$ cat config.mk
export PLATFORM = sky130hd
export DESIGN_NAME = fetch_sequencer
export DESIGN_NICKNAME = d
export VERILOG_FILES = /design/src/rtl/fetch_sequencer.sv
export SDC_FILE = /design/constraint.sdc
export NUM_CORES = 1
export LEC_CHECK = 0
export CAP_MARGIN = 10
export CORE_MARGIN = 4
export CORE_UTILIZATION = 29
export DETAILED_ROUTE_END_ITERATION = 10
export PLACE_DENSITY = 0.61
export REMOVE_ABC_BUFFERS = 1
export SLEW_MARGIN = 10
export SYNTH_ARGS = -nofsm -noshare
export SYNTH_HDL_FRONTEND = slang
export SYNTH_SLANG_ARGS = --single-unit
$ cat constraint.sdc
create_clock -name i_clk -period 2.8 [get_ports i_clk]
set_input_delay 0.56 -clock i_clk [delete_from_list [all_inputs] [get_ports i_clk]]
set_output_delay 0.56 -clock i_clk [all_outputs]
set_load 0.05 [all_outputs]
$ cat src/rtl/fetch_sequencer.sv
// ---------------------------------------------------------------------------
// fetch_sequencer
//   Fetch half of the fetch-decode stage. Owns the PC, issues one
//   instruction-memory request at a time, and presents {instr, pc, valid}
//   to decode. Handles decode back-pressure (stall) and redirects from
//   execute.
//
// Ports
//   i_clk, i_rst       clock, synchronous active-high reset
//   o_imemReq          request to instruction memory
//   o_imemAddr         word-aligned request address, stable until ack
//   i_imemAck          memory returns i_imemData this cycle
//   i_imemData         instruction word, valid with i_imemAck
//   i_redirect         one-cycle pulse: resume fetching at i_redirectPc
//   i_redirectPc       redirect target (low two bits forced to 0)
//   i_stall            decode cannot accept the held instruction
//   o_instrValid       o_instr/o_pc hold a valid fetched instruction
//   o_instr, o_pc      fetched instruction and its address
//   o_misaligned       pulse: previous cycle's redirect target was unaligned
//   dbg_state          current FSM state (FETCH=0, VALID=1, DRAIN=2)
//
// Memory handshake (valid/ready style):
//   The request is offered while o_imemReq=1 and o_imemAddr is held stable
//   until the memory acknowledges. A transfer completes at the rising edge
//   where o_imemReq and i_imemAck are both 1; ack in the same cycle the
//   request rises is legal. i_imemAck is ignored while o_imemReq=0.
// ---------------------------------------------------------------------------
module fetch_sequencer #(
  parameter logic [31:0] RESET_PC = 32'h0000_0000
) (
  input  logic        i_clk,
  input  logic        i_rst,
  output logic        o_imemReq,
  output logic [31:0] o_imemAddr,
  input  logic        i_imemAck,
  input  logic [31:0] i_imemData,
  input  logic        i_redirect,
  input  logic [31:0] i_redirectPc,
  input  logic        i_stall,
  output logic        o_instrValid,
  output logic [31:0] o_instr,
  output logic [31:0] o_pc,
  output logic        o_misaligned,
  output logic [1:0]  dbg_state
);

  localparam logic [1:0] FETCH = 2'd0;
  localparam logic [1:0] VALID = 2'd1;
  localparam logic [1:0] DRAIN = 2'd2;

  logic [1:0]  state;
  logic [31:0] pc;
  logic [31:0] pending;
  logic [31:0] instr_q;
  logic [31:0] pc_q;
  logic        valid_q;
  logic        misaligned_q;

  logic [31:0] redirect_tgt;
  logic        ack_taken;

  assign redirect_tgt = {i_redirectPc[31:2], 2'b00};

  // The request is masked while reset is asserted so a request is never
  // offered in a cycle whose edge will discard it.
  assign o_imemReq  = (state != VALID) && !i_rst;
  // In DRAIN pc still holds the abandoned address, so the address stays
  // stable until the outstanding request is acknowledged.
  assign o_imemAddr = pc;
  assign ack_taken  = o_imemReq && i_imemAck;

  assign o_instrValid = valid_q;
  assign o_instr      = instr_q;
  assign o_pc         = pc_q;
  assign o_misaligned = misaligned_q;
  assign dbg_state    = state;

  always_ff @(posedge i_clk) begin
    if (i_rst) begin
      state        <= FETCH;
      pc           <= RESET_PC;
      pending      <= 32'h0;
      instr_q      <= 32'h0;
      pc_q         <= 32'h0;
      valid_q      <= 1'b0;
      misaligned_q <= 1'b0;
    end else begin
      misaligned_q <= i_redirect && (i_redirectPc[1:0] != 2'b00);
      case (state)
        FETCH: begin
          if (ack_taken && !i_redirect) begin
            instr_q <= i_imemData;
            pc_q    <= pc;
            valid_q <= 1'b1;
            state   <= VALID;
          end else if (ack_taken && i_redirect) begin
            // Returned data belongs to the squashed path.
            pc <= redirect_tgt;
          end else if (i_redirect) begin
            // The old request must still complete before the new one starts.
            pending <= redirect_tgt;
            state   <= DRAIN;
          end
        end
        VALID: begin
          if (i_redirect) begin
            valid_q <= 1'b0;
            pc      <= redirect_tgt;
            state   <= FETCH;
          end else if (!i_stall) begin
            valid_q <= 1'b0;
            pc      <= pc + 32'd4;
            state   <= FETCH;
          end
        end
        DRAIN: begin
          if (ack_taken) begin
            pc    <= i_redirect ? redirect_tgt : pending;
            state <= FETCH;
          end else if (i_redirect) begin
            pending <= redirect_tgt;
          end
        end
        default: begin
          valid_q <= 1'b0;
          state   <= FETCH;
        end
      endcase
    end
  end

endmodule

==> results of run 1 <==
## metrics by stage
| stage | std cells | power (mW) | setup TNS (ns) | hold WS, ns |
|---|---|---|---|---|
| 2_1_floorplan | 728 | 2.74 | -40.44 | 0.430 |
| 3_5_place_dp | 1208 | 3.26 | 0 | 0.446 |
| 6_report | 1240 | 5.77 | 0 | 0.450 |
| 3_3_place_gp | 1208 | 3.26 | 0 | 0.441 |
| 4_1_cts | 1239 | 5.83 | 0 | 0.455 |
| 5_1_grt | 1240 | 6.00 | 0 | 0.466 |
## cell type report
type                       count  area (um^2)  area share [%]
antenna                        1         2.50          0.0281
clock buffer                  20          467            5.25
clock inverter                11          199            2.24
inverter                       9         33.8           0.380
multi-input combinational    587         3230            36.3
sequential                   132         2640            29.7
tap                          275          344            3.87
timing repair buffer         205         1980            22.2
## per-layer routing
metal | track usage (%) | routed length (um) | share of wire (%) | vias to the layer above
li1 | - | - | - | 3112
met1 | 22.3 | 9600 | 46 | 2917
met2 | 28.0 | 9500 | 46 | 197
met3 | 5.01 | 1330 | 6.4 | 17
met4 | 5.51 | 248 | 1.2 | 0
met5 | 0 | 0 | 0 | -
## logic make-up (layout without fill, tap and decap cells)
| group | count (synthesis) | in the layout | share of synthesized area (%) |
|---|---|---|---|
| XOR/XNOR | 13 | 13 | 1.84 |
| flip-flops | 132 | 132 | 42.8 |
| AND/OR/NAND/NOR | 342 | 342 | 24.8 |
| multiplexers | 6 | 6 | 1.01 |
| AO/OA/AOI/OAI | 221 | 221 | 23.6 |
| other | 0 | 1 | 0 |
| adder cells (fa/ha/maj) | 5 | 5 | 1.01 |
| buffers and inverters | 78 | 245 | 5.01 |
## report_power, final
group	internal [mW]	total [mW]	switching (mW)
clock	1.65	2.54	0.891
combinational	0.430	1.14	0.707
sequential	1.98	2.09	0.104
total	4.06	5.77	1.70
## worst max path at each step
stage          slack (ns)           start        endpoint  cells past startpoint
2_1_floorplan       -0.68    dbg_state[1]  o_imemAddr[30]                      7
3_3_place_gp         0.22       i_imemAck  o_imemAddr[10]                      6
3_5_place_dp         0.19       i_imemAck  o_imemAddr[10]                      6
4_1_cts              0.29  o_imemAddr[18]  o_imemAddr[18]                      1
5_1_grt              0.14    dbg_state[1]  o_imemAddr[11]                      7
6_report             0.31  o_imemAddr[18]  o_imemAddr[18]                      1
## layout by cell type, fill, tap and decap left out, drive strengths merged, types with 7 or more instances in the layout
cell / n
dfxtp: 132
clkbuf: 20
o21ai: 13
buf: 39
xor2: 9
inv: 10
a22oi: 8
nor2b: 12
a21oi: 101
nor4: 10
nor2: 35
o211ai: 10
clkdlybuf4s50: 166
a22o: 16
nand4: 11
nand2: 218
nand2b: 13
nand3: 7
a211oi: 16
a221oi: 22
## flip-flops by register name, indices dropped and copies added, names as in the netlist
name and flops:
pending 32, o_pc 32, o_instrValid 1, o_misaligned 1, o_imemAddr 32, o_instr 32
dbg_state 2
==> flow_metrics.py, run 1 <==
metrics = {
    "outcome": {
        "status": "finished clean",
    },
    "yosys": {
        "syn_avg_cell_area_um2": 7.75,
        "synth_edf_count": 0,
        "synthArstFlopShare_pct": 0,
        "yosysTopAreaCell": "dfxtp_1",
        "synth_top_area_share_pct": 42.8,
        "ys_seq_area_share_pct": 42.8,
        "synth.top_cells.by_count": "218 x nand2_1, 132 x dfxtp_1, 101 x a21oi_1",
        "yosysWarnings": 0,
        "synth_ff_type": "dfxtp_1",
        "synth.most_common_cell": "nand2_1",
        "synth_area_leaders": "dfxtp_1 43%, nand2_1 13%, a21oi_1 8.2%",
        "synth_cells": 797,
        "syn_area_um2": 6170,
        "synth_cell_types": 54,
        "ys_ff_latch": 132,
    },
    "final_layout": {
        "design_area_um2": 8900,
        "n_fill_cell": 2150,
        "drive_gt1_share_pct": 8.71,
        "fin_util_pct": 42.5,
        "nets": 1026,
        "area_growth_pct": 44.1,
    },
    "place": {
        "dp_hpwl_um": 13500,
        "dp_slack_ns": 0.186,
        "io_buffer_count": 169,
        "placedInstanceArea_um2": 8230,
        "place.gp.congestion": 0.792,
    },
    "timing": {
        "hold_viol": 0,
        "grt_setup_unrepaired": "no",
        "setup_viol": 0,
        "slew_headroom_pct": 52.4,
        "fin_crit_sh_pct": 89.1,
        "setup_ws_ns": 0.306,
        "timing.fmax_mhz": 401,
        "worst_pin_slew_ns": 0.714,
        "skew_ns": 0.00846,
        "min_period_ns": 2.49,
        "slew_viol_final": 0,
    },
    "floorplan": {
        "dieArea_um2": 23700,
        "die_x_um": 154,
        "rows": 53,
        "fp.coreArea_um2": 21000,
        "start_util_pct": 29.5,
        "ios": 170,
        "die_h_um": 154,
    },
    "route": {
        "wirelength_um": 20700,
        "drt_iter0_drc": 415,
        "num_vias": 6243,
        "ant_nets": 0,
        "dr.pass1.iters": 5,
        "wl_per_cell_um": 16.7,
        "route.detailed.drc": 0,
        "viasPerCell": 5.03,
    },
    "clock_network": {
        "cts_resized": 0,
        "clk-insertion-delay-late_ns": 0.43,
        "numCtsBuffers": 17,
        "clock_path_buffers": 2,
        "cts_hold_buf": 0,
        "clkSlewWorstSetupHoldPaths_ns": 0.06,
        "postCtsSetupBuffers": 0,
        "cts.sinks": 132,
        "cts_tree": "built",
        "clock-root-buffer": "clkbuf_16",
        "cts_htree_levels": 4,
    },
    "worst_setup_path": {
        "r2r-start": "dbg_state[1]",
        "cp_top_family": "buffers and inverters",
        "max_stage_delay_ns": 0.91,
        "r2r_setup_slack_ns": 0.42,
        "crit_path_end_kind": "primary output",
        "start_kind": "register",
        "crit_arrival_ns": 1.93,
        "rr_worst_depth": 7,
        "r2r_end": "o_imemAddr[10]",
        "cp_num_buf_inv": 1,
        "crit_fanout": 12,
        "crit_chain": "clkdlybuf4s50_1",
        "slowest_stage": "clkdlybuf4s50_1",
        "timing_worst_setup_path_type": "reg -> out",
        "cp.required_ns": 2.24,
    },
    "worst_hold_path": {
        "hold_path.startpoint": "o_pc[28]",
        "worstHoldPathType": "reg -> reg",
        "min_to": "o_pc[28]",
        "min_path_cells": 2,
    },
    "run": {
        "maxCapViolations": 0,
    },
    "global_route": {
        "globalRouteOverflowTotal": 0,
        "grt_usage_pct": 17.3,
        "grt_pass1_vias": 6057,
        "antenna_found_initial": 1,
        "grt_max_degree": 65,
        "grt_pass1_wl_um": 33000,
    },
    "power": {
        "p_leak_nw": 3.06,
        "p_per_area_nw_per_um2": 648,
        "peakVddDrop_mv": 0.427,
    },
}
No activity file was read; power rests on OpenSTA's default activity.
==> run 2: changes to the inputs <==
Settings changed: ABC_CLOCK_PERIOD_IN_PS set to 2800.
==> results of run 2 <==
Final layout, timing and power as in run 1 (identical DEF).
==> run 3: changes to the inputs <==
Settings changed: ABC_CLOCK_PERIOD_IN_PS 2800 to 3000, CORE_ASPECT_RATIO set to 1.2.
Clock period 2.8 ns to 3 ns, I/O delays scaled along.
==> run 3 against run 2 <==
Effect of this change: routed wire length fell by 3.4%; die area is essentially flat; sequential share of layout area is 0.43 points higher; global-route usage decreased by 0.77 points; critical path type is now reg -> reg; critical endpoint is now o_imemAddr[14]; largest cell class unchanged; highest routed layer unchanged.
==> flow_metrics.py, run 3 (synthesis results as in run 1) <==
metrics = {
    "clock_network": {
        "clk-insertion-delay-late_ns": 0.42,
        "clkSlewWorstSetupHoldPaths_ns": 0.06,
        "clock_path_buffers": 2,
        "postCtsSetupBuffers": 0,
        "cts.sinks": 132,
        "cts_tree": "built",
        "clock-root-buffer": "clkbuf_16",
        "cts_htree_levels": 4,
        "numCtsBuffers": 17,
        "cts_resized": 0,
        "cts_hold_buf": 0,
    },
    "route": {
        "num_vias": 6151,
        "dr.pass1.iters": 6,
        "viasPerCell": 5.02,
        "wirelength_um": 20000,
        "wl_per_cell_um": 16.3,
        "route.detailed.drc": 0,
        "ant_nets": 0,
        "drt_iter0_drc": 392,
    },
    "timing": {
        "grt_setup_unrepaired": "no",
        "hold_viol": 0,
        "min_period_ns": 2.56,
        "timing.fmax_mhz": 391,
        "tns_ns": 0,
        "fin_crit_sh_pct": 85.2,
        "fin_hold_ws_ns": 0.443,
        "slew_headroom_pct": 43.6,
        "skew_ns": 0.00750,
        "worst_pin_slew_ns": 0.847,
        "slew_viol_final": 0,
        "setup_viol": 0,
    },
    "floorplan": {
        "dieArea_um2": 23700,
        "fp.coreArea_um2": 21000,
        "die_h_um": 168,
        "start_util_pct": 29.4,
        "die_x_um": 141,
        "ios": 170,
        "rows": 58,
    },
    "power": {
        "p_per_area_nw_per_um2": 586,
        "p_leak_nw": 2.99,
        "peakVddDrop_mv": 0.369,
        "power.total_mw": 5.14,
    },
    "run": {
        "maxCapViolations": 0,
    },
    "final_layout": {
        "drive_gt1_share_pct": 7.86,
        "multi_input_comb_area_um2": 3230,
        "mostFrequentLayoutCell": "nand2_1",
        "layout_common_cells": "217 x nand2_1, 166 x clkdlybuf4s50_1, 132 x dfxtp_1",
        "regArea_um2": 2640,
        "n_fill_cell": 2149,
        "nets": 1015,
        "area_growth_pct": 42.1,
        "fin_util_pct": 41.8,
    },
    "place": {
        "place.gp.congestion": 0.793,
        "io_buffer_count": 169,
        "dp_hpwl_um": 13200,
    },
    "worst_setup_path": {
        "slowest_stage": "or2_2",
        "crit_fanout": 21,
        "max_stage_delay_ns": 0.55,
        "cp.required_ns": 3.25,
        "start_kind": "register",
        "crit_path_end_kind": "register",
        "cp_top_family": "simple AND/OR/NAND/NOR gates",
        "cp_num_buf_inv": 1,
        "crit_chain": "inv_1, ha_1, nor3b_1, o21ai_1, or2_2, a221oi_1, a221oi_1",
        "timing_worst_setup_path_type": "reg -> reg",
        "crit_arrival_ns": 2.80,
        "cpMostUsedCell": "a221oi_1",
    },
    "worst_hold_path": {
        "worstHoldPathType": "in -> reg",
    },
    "global_route": {
        "grt_max_degree": 75,
        "grt_usage_pct": 16.5,
        "grt_pass1_vias": 5857,
        "antenna_found_initial": 2,
        "grt_pass1_wl_um": 31700,
        "globalRouteOverflowTotal": 0,
    },
    "outcome": {
        "status": "finished clean",
    },
}
-- run 3: final cells by class --
type	instances	share of cell area [%]
Timing Repair Buffer	194	21.7
Antenna cell	2	0.0571
Inverter	9	0.385
Multi-Input combinational cell	587	36.9
Clock buffer	19	5.16
Sequential cell	132	30.1
Clock inverter	13	1.80
Tap cell	270	3.85
-- run 3: final timing paths --
check / cells past startpoint / slack [ns] / endpoint / start
setup / recovery: 7 / 0.44 / o_imemAddr[14] / dbg_state[1]
hold / removal: 2 / 0.44 / dbg_state[0] / i_rst
setup reg to reg: 7 / 0.44 / o_imemAddr[14] / dbg_state[1]
hold reg to reg: 2 / 0.45 / o_instr[5] / o_instr[5]
-- run 3: per-layer routing --
metal	vias to the layer above	wire length (um)	global-route usage [%]
li1	3094	-	-
met1	2881	8800	20.9
met2	153	9650	27.7
met3	23	1080	3.72
met4	0	450	5.86
met5	-	0	0
-- run 3: through the flow --
stage                     instance area (um^2)  cells  worst slack (ns)
final                                     8770   1226             0.445
after global routing                      8770   1226             0.210
after CTS                                 8760   1224             0.442
after detailed placement                  8150   1192             0.262
after global placement                    8150   1192             0.305
after floorplan                           5900    728            -0.479
-- run 3: power breakdown --
| part | leakage, nW | internal, mW | switching (mW) |
|---|---|---|---|
| clock | 0.291 | 1.35 | 0.803 |
| sequential | 1.07 | 1.85 | 0.108 |
| combinational | 1.62 | 0.387 | 0.642 |
